## src/rtl/mips_multicycle_ctrl.sv

```systemverilog
// Multicycle MIPS control path: latches opcode/funct on new_instr and sequences
// IDLE->DECODE->EXEC->MEM->WB. It drives the regfile, memory, ALU and mux controls,
// and reports illegal opcodes, memory timeouts and instructions dropped while busy.
// Ports:
//   clk, rst (async, active high)
//   new_instr, opcode, funct, alu_zero, mem_ready
//   busy, done, reg_write, mem_read, mem_write, mem_to_reg, reg_dst, alu_src,
//   ext_zero, alu_ctrl[3:0], pc_src, illegal, timeout, dropped
module mips_multicycle_ctrl #(
  parameter int MEM_TIMEOUT    = 15,
  parameter bit ENABLE_IMM_OPS = 1'b1
) (
  input  logic       clk,
  input  logic       rst,
  input  logic       new_instr,
  input  logic [5:0] opcode,
  input  logic [5:0] funct,
  input  logic       alu_zero,
  input  logic       mem_ready,
  output logic       busy,
  output logic       done,
  output logic       reg_write,
  output logic       mem_read,
  output logic       mem_write,
  output logic       mem_to_reg,
  output logic       reg_dst,
  output logic       alu_src,
  output logic       ext_zero,
  output logic [3:0] alu_ctrl,
  output logic       pc_src,
  output logic       illegal,
  output logic       timeout,
  output logic       dropped
);

  localparam logic [5:0] OP_R    = 6'd0;
  localparam logic [5:0] OP_BEQ  = 6'd4;
  localparam logic [5:0] OP_ADDI = 6'd8;
  localparam logic [5:0] OP_SLTI = 6'd10;
  localparam logic [5:0] OP_ANDI = 6'd12;
  localparam logic [5:0] OP_ORI  = 6'd13;
  localparam logic [5:0] OP_LW   = 6'd35;
  localparam logic [5:0] OP_SW   = 6'd43;

  localparam logic [5:0] FN_ADD = 6'd32;
  localparam logic [5:0] FN_SUB = 6'd34;
  localparam logic [5:0] FN_AND = 6'd36;
  localparam logic [5:0] FN_OR  = 6'd37;
  localparam logic [5:0] FN_NOR = 6'd39;
  localparam logic [5:0] FN_SLT = 6'd42;

  localparam logic [3:0] ALU_AND = 4'b0000;
  localparam logic [3:0] ALU_OR  = 4'b0001;
  localparam logic [3:0] ALU_ADD = 4'b0010;
  localparam logic [3:0] ALU_SUB = 4'b0110;
  localparam logic [3:0] ALU_SLT = 4'b0111;
  localparam logic [3:0] ALU_NOR = 4'b1100;

  // Abort fires in the MEM cycle whose stall would make the count reach MEM_TIMEOUT.
  localparam logic [7:0] CNT_LAST = 8'(MEM_TIMEOUT - 1);

  typedef enum logic [2:0] {
    S_IDLE,
    S_DECODE,
    S_EXEC,
    S_MEM,
    S_WB
  } state_t;

  state_t     state_q, state_d;
  logic [5:0] op_q, fn_q;
  logic [7:0] cnt_q, cnt_d;

  logic       r_ok, is_lw, is_sw, is_beq;
  logic       is_addi, is_slti, is_andi, is_ori;
  logic       is_imm, legal;
  logic [3:0] alu_dec;

  always_ff @(posedge clk or posedge rst) begin
    if (rst) begin
      state_q <= S_IDLE;
      op_q    <= '0;
      fn_q    <= '0;
      cnt_q   <= '0;
    end else begin
      state_q <= state_d;
      cnt_q   <= cnt_d;
      if (state_q == S_IDLE && new_instr) begin
        op_q <= opcode;
        fn_q <= funct;
      end
    end
  end

  always_comb begin
    r_ok    = (op_q == OP_R) &&
              (fn_q == FN_ADD || fn_q == FN_SUB ||
               fn_q == FN_AND || fn_q == FN_OR  ||
               fn_q == FN_NOR || fn_q == FN_SLT);
    is_lw   = (op_q == OP_LW);
    is_sw   = (op_q == OP_SW);
    is_beq  = (op_q == OP_BEQ);
    is_addi = ENABLE_IMM_OPS && (op_q == OP_ADDI);
    is_slti = ENABLE_IMM_OPS && (op_q == OP_SLTI);
    is_andi = ENABLE_IMM_OPS && (op_q == OP_ANDI);
    is_ori  = ENABLE_IMM_OPS && (op_q == OP_ORI);
    is_imm  = is_addi | is_slti | is_andi | is_ori;
    legal   = r_ok | is_lw | is_sw | is_beq | is_imm;
  end

  always_comb begin
    alu_dec = ALU_ADD;
    unique case (1'b1)
      is_lw, is_sw, is_addi: alu_dec = ALU_ADD;
      is_beq:                alu_dec = ALU_SUB;
      is_slti:               alu_dec = ALU_SLT;
      is_andi:               alu_dec = ALU_AND;
      is_ori:                alu_dec = ALU_OR;
      r_ok: begin
        unique case (fn_q)
          FN_SUB:  alu_dec = ALU_SUB;
          FN_AND:  alu_dec = ALU_AND;
          FN_OR:   alu_dec = ALU_OR;
          FN_NOR:  alu_dec = ALU_NOR;
          FN_SLT:  alu_dec = ALU_SLT;
          default: alu_dec = ALU_ADD;
        endcase
      end
      default: alu_dec = ALU_ADD;
    endcase
  end

  always_comb begin
    cnt_d = '0;
    if (state_q == S_MEM)
      cnt_d = mem_ready ? cnt_q : cnt_q + 8'd1;
  end

  always_comb begin
    state_d    = state_q;
    busy       = 1'b0;
    done       = 1'b0;
    reg_write  = 1'b0;
    mem_read   = 1'b0;
    mem_write  = 1'b0;
    mem_to_reg = 1'b0;
    reg_dst    = 1'b0;
    alu_src    = 1'b0;
    ext_zero   = 1'b0;
    alu_ctrl   = ALU_ADD;
    pc_src     = 1'b0;
    illegal    = 1'b0;
    timeout    = 1'b0;

    if (state_q != S_IDLE) begin
      busy = 1'b1;
      if (legal) begin
        mem_to_reg = is_lw;
        reg_dst    = r_ok;
        alu_src    = is_lw | is_sw | is_imm;
        ext_zero   = is_andi | is_ori;
        alu_ctrl   = alu_dec;
      end
    end

    unique case (state_q)
      S_IDLE: begin
        if (new_instr)
          state_d = S_DECODE;
      end
      S_DECODE: begin
        if (legal) begin
          state_d = S_EXEC;
        end else begin
          illegal = 1'b1;
          done    = 1'b1;
          state_d = S_IDLE;
        end
      end
      S_EXEC: begin
        if (is_beq) begin
          pc_src  = alu_zero;
          done    = 1'b1;
          state_d = S_IDLE;
        end else if (is_lw || is_sw) begin
          state_d = S_MEM;
        end else begin
          state_d = S_WB;
        end
      end
      S_MEM: begin
        mem_read  = is_lw;
        mem_write = is_sw;
        // A late ready in the last allowed cycle still counts as success.
        if (mem_ready) begin
          if (is_lw) begin
            state_d = S_WB;
          end else begin
            done    = 1'b1;
            state_d = S_IDLE;
          end
        end else if (cnt_q == CNT_LAST) begin
          timeout = 1'b1;
          done    = 1'b1;
          state_d = S_IDLE;
        end
      end
      S_WB: begin
        reg_write = 1'b1;
        done      = 1'b1;
        state_d   = S_IDLE;
      end
      default: state_d = S_IDLE;
    endcase
  end

  assign dropped = busy & new_instr;

endmodule
```

## config.mk

```make
export PLATFORM = sky130hd
export DESIGN_NAME = mips_multicycle_ctrl
export DESIGN_NICKNAME = d
export VERILOG_FILES = /design/src/rtl/mips_multicycle_ctrl.sv
export SDC_FILE = /design/constraint.sdc
export NUM_CORES = 1
export LEC_CHECK = 0
export BUFFER_PORTS_ARGS = -buffer_cell sky130_fd_sc_hd__clkbuf_2
export CAP_MARGIN = 10
export CELL_PAD_IN_SITES_DETAIL_PLACEMENT = 1
export CELL_PAD_IN_SITES_GLOBAL_PLACEMENT = 1
export CORE_AREA = 2 2 65 67
export CTS_CLUSTER_SIZE = 12
export DETAILED_ROUTE_END_ITERATION = 10
export DIE_AREA = 0 0 67 69
export GPL_ROUTABILITY_DRIVEN = 0
export PLACE_DENSITY = 0.77
export SYNTH_ARGS = -nofsm -noshare
export SYNTH_HDL_FRONTEND = slang
export SYNTH_SLANG_ARGS = --single-unit
```

## constraint.sdc

```tcl
create_clock -name clk -period 3.55 [get_ports clk]
set_input_delay 0.355 -clock clk [delete_from_list [all_inputs] [get_ports clk]]
set_output_delay 0.355 -clock clk [all_outputs]
set_load 0.005 [all_outputs]
```

; ---- After elaboration in Yosys (flattened, before gate mapping)
; Index checks and enable logic that the tools add are counted.
[word_totals]
ff_bits = 23
latch_bits = 0
ramBits = 0
rom_bits = 0
in_bits = 17
out_inout_bits = 17
word_cells = 86
mem_count = 0
[op_classes]
n_addsub = 1
mul = 0
div_mod_pow = 0
order_cmp = 0
eq_ne = 21
shifts = 0
n_mux = 37
bitwise_logic = 11
n_reduce_logical = 12
[op_table]
columns = cell, n
row1 = == test 6 bit (second input constant), 8
row2 = one-hot mux 4 bit (5 select lines), 2
row3 = == test 6 x 4 -> 1 bit (second input constant), 4
row4 = two-way mux 1 bit, 22
row5 = two-way mux 3 bit, 6
row6 = two-way mux 8 bit, 2
row7 = one-hot mux 3 bit (4 select lines), 1
row8 = OR 1 bit, 10
row9 = adder 8 x 1 -> 8 bit (second input constant), 1
row10 = == test 8 x 4 -> 1 bit (second input constant), 1
row11 = two-way mux 4 bit, 2
row12 = == test 3 x 2 -> 1 bit (second input constant), 2
row13 = == test 6 x 3 -> 1 bit (second input constant), 1
row14 = zero test 6 bit, 1
row15 = logical OR 1 bit, 6
row16 = != test 2 bit (second input constant), 2
row17 = one-hot mux 1 bit (4 select lines), 1
row18 = == test 3 x 1 -> 1 bit (second input constant), 1
row19 = == test 3 bit (second input constant), 1
row20 = zero test 3 bit, 1
row21 = != test 3 x 2 -> 1 bit (second input constant), 1
row22 = nonzero test 3 bit, 1
row23 = logical AND 1 bit, 2
row24 = two-way mux 2 bit, 1
row25 = 2 further kinds, 2

; ---- Logic depth before layout (Yosys ltp)
[depth]
ltp_word = 13
mapped_depth = 7

; ---- Least setup slack after synthesis
; No wires, ideal clock.
[synth_path]
kind = register -> output
from = register op_q[4]
to = output done
arrival_time_ps = 1701
t_required_ps = 3195
path_slack_ps = 1494
stages_incl_launch_ff = 6
n_path_buf = 1
cell_sequence = dfrtp_1 buf_6 or3_4 nor4_4 nor3_2 or3_1
[synth_via]
elab_chain_len = 8
elab_cells_between_ends = 21
cone_classes = eq/ne (7) / mux (5) / bitwise (7) / reduce/logical (2)
[synth_rtl]
columns = item, line
row1 = from (decl), 71  ; logic [5:0] op_q, fn_q;
row2 = from (signal assigned), 89  ; op_q <= opcode;
row3 = zero test 6 bit, 96  ; r_ok = (op_q == OP_R) &&
row4 = logical AND 1 bit, 96
row5 = OR 1 bit (4 in series), 108  ; legal = r_ok | is_lw | is_sw | is_beq | is_imm;
row6 = two-way mux 1 bit, 172  ; if (legal) begin
row7 = one-hot mux 1 bit (4 select lines) *, 166  ; unique case (state_q)
row8 = to (decl), 21  ; output logic done,
; Mark *: on every way between the ends. The rest lies on a longest branch, timed or not.

; ---- Worst setup path in the final report
; Ends and elaborated chain as after synthesis.

==> flow_summary.toml <==
[status]
run_status = "completed"

[floorplan]
fp-row-count = 23
ioPinCount = 34
start_util_pct = 38.2
dieArea_mm2 = 0.00462
dieWidth_um = 67
die_y_um = 69
core_area_mm2 = 0.00391

[logic_synthesis]
synth-async-reset-ratio_pct = 100
synth-edff-count = 0
syn-cell-area_mm2 = 0.00150
syn_area_per_cell_um2 = 9.29
yosys_warnings = 0
ys_seq_elements = 23
syn_inst = 161
yosysSeqAreaShare_pct = 38.5
synth_top_area_cell = "dfrtp_1"
yosysTopAreaCellShare_pct = 38.5
ys.flop_type = "dfrtp_1"
synth_cell_types = 47
syn_nets = 180
ys_top_cells_by_area = "dfrtp_1, mux2_2, nor2_1, buf_6, xor2_1"

[clocking]
cts_buffers = 3
htreeDepth = 1
ctsRootBufferMaster = "clkbuf_8"
tritoncts = "built"
clock_latency_ps = 270
cts_buffer_depth = 2
cts_hold_buf = 0
cts.repair.resized = 0
cts_setup_buffers = 0
clock_sinks = 23
path_clk_slew_ps = 90

[final_layout]
area_delta_synth_final_pct = 14.1
final_common_cell = "clkbuf_2"
mostFrequentLayoutCells = "clkbuf_2, dfrtp_1, nor2_1, nand2_1, mux2_2"
final_nets = 210
drive_above_1_share_pct = 30.5
n_antenna_cell = 0
nFillCells = 491

[sta]
slew_headroom_pct = 38.4
finalCritPeriodShare_pct = 72.5
rsz0062_at_grt = "false"
hold_viol = 0
worstMarginPinSlew_ps = 923
period_needed_ps = 2570
setup_viol = 0
timing.fmax_mhz = 389
finalClockSkew_ps = 5.41
tns_ps = 0
drv_slew = 0
finalWorstSetupSlack_ps = 977

[routing]
drtAntennaViolNets = 0
avgViaCountPerCell = 5.30
via_count = 1272
drc = 0
drt_wl_total_mm = 3.77
drtIter0Drc = 30
first_pass_iters = 4
wl_per_cell_um = 15.7

[worst_setup_path]
r2r_slack_ps = 1250
crit_start = "op_q[4]"
cp-start-kind = "register"
path_max_fanout = 10
critPathKind = "reg -> out"
endpoint = "done"
worstSetupEndpointType = "output port"
r2r_end = "fn_q[5]"
rr_worst_depth = 3
critPathArrivalTime_ps = 2220
r2r-start = "state_q[0]"
worstPathRequired_ps = 3190

[placed_design]
pre_cts_slack_ps = 1250
hpwl_mm = 2.94
io_buffers = 33

[grt]
grt_pass1_vias = 1398
grt_max_degree = 24
grt_use_total_pct = 17.7
overflow = 0
grt_pass1_wl_mm = 6.42
antenna_found_initial = 0

[power]
p_int_mw = 0.641
irDropWorstVdd_mv = 0.263
leakagePower_nw = 0.731
power.switching_mw = 0.445
pwr-share-comb_pct = 40.9
clkPwrFrac_pct = 15.6
power_frac_seq_pct = 43.5
sw_frac_of_total_pct = 40.9
p_per_area_mw_per_mm2 = 637

[flow_run]
cap_violations = 0

[min_path]
worst_hold_path_type = "in -> async"
## registers in the layout (all words and copies together), names as in the netlist
name / cells
cnt_q: 8
fn_q: 6
op_q: 6
state_q: 3
## cells by family (layout without fill, tap and decap cells)
group	count (synthesis)	in the layout	synth area share, %
xor gates and xnor gates	7	7	4.10
muxes	10	10	7.45
adders and majority gates	2	2	1.67
DFF	23	23	38.5
AOI/OAI and AO/OA	26	26	11.3
and+or+nand+nor	78	78	31.0
buffers and inverters	15	44	5.94
## cell usage after synthesis, types with 5 or more instances
cell type / number
nor2_1: 21
nand2_1: 9
a21oi_1: 6
dfrtp_1: 23
inv_1: 7
nand3_1: 6
xor2_1: 5
o21ai_0: 6
mux2_2: 9
## layer usage
metal | GRT usage (%) | up-vias | wire length [µm]
li1 | - | 618 | -
met1 | 21.7 | 630 | 1590
met2 | 31.9 | 17 | 2060
met3 | 1.96 | 7 | 68
met4 | 4.76 | 0 | 52
met5 | 0 | - | 0
## through the flow
stage	utilization, %	cell area [µm²]	hold slack, ps	cells	power, mW
2_1_floorplan	-	1500	357	161	0.815
3_3_place_gp	42.4	1660	484	236	0.892
3_5_place_dp	42.4	1660	496	236	0.926
4_1_cts	43.6	1710	296	240	1.09
5_1_grt	43.6	1710	316	240	1.17
6_report	43.6	1710	260	240	1.09
## cell type report
class	instances	area, µm²	area share, %
clock buffers	4	45.0	2.64
repair buffers	33	165	9.68
multi-input cells	123	831	48.7
flip-flops and latches	23	576	33.7
inverters	7	26.3	1.54
well taps	50	62.6	3.67
## power groups by stage
stage	logic, mW	registers (mW)	clock network, mW
after floorplan	0.405	0.410	0
after global placement	0.428	0.464	0
after detailed placement	0.449	0.476	0
after CTS	0.451	0.470	0.170
after global routing	0.494	0.491	0.182
final	0.444	0.472	0.170
## worst min path at each step
stage	startpoint	endpoint	slack [ps]
finish	rst	op_q[4]	260
global route	opcode[3]	op_q[3]	320
CTS	rst	cnt_q[4]	300
detailed placement	fn_q[4]	fn_q[4]	500
global placement	fn_q[5]	fn_q[5]	480
floorplan	rst	cnt_q[0]	360
## worst max-delay path, stage by stage (launching register included)
cell	delay (ps)
dfrtp_1	490
or3_4	430
nor4_4	410
nor3_2	110
or3_1	380
clkbuf_2	120
Power figures use the tool's default switching activity.
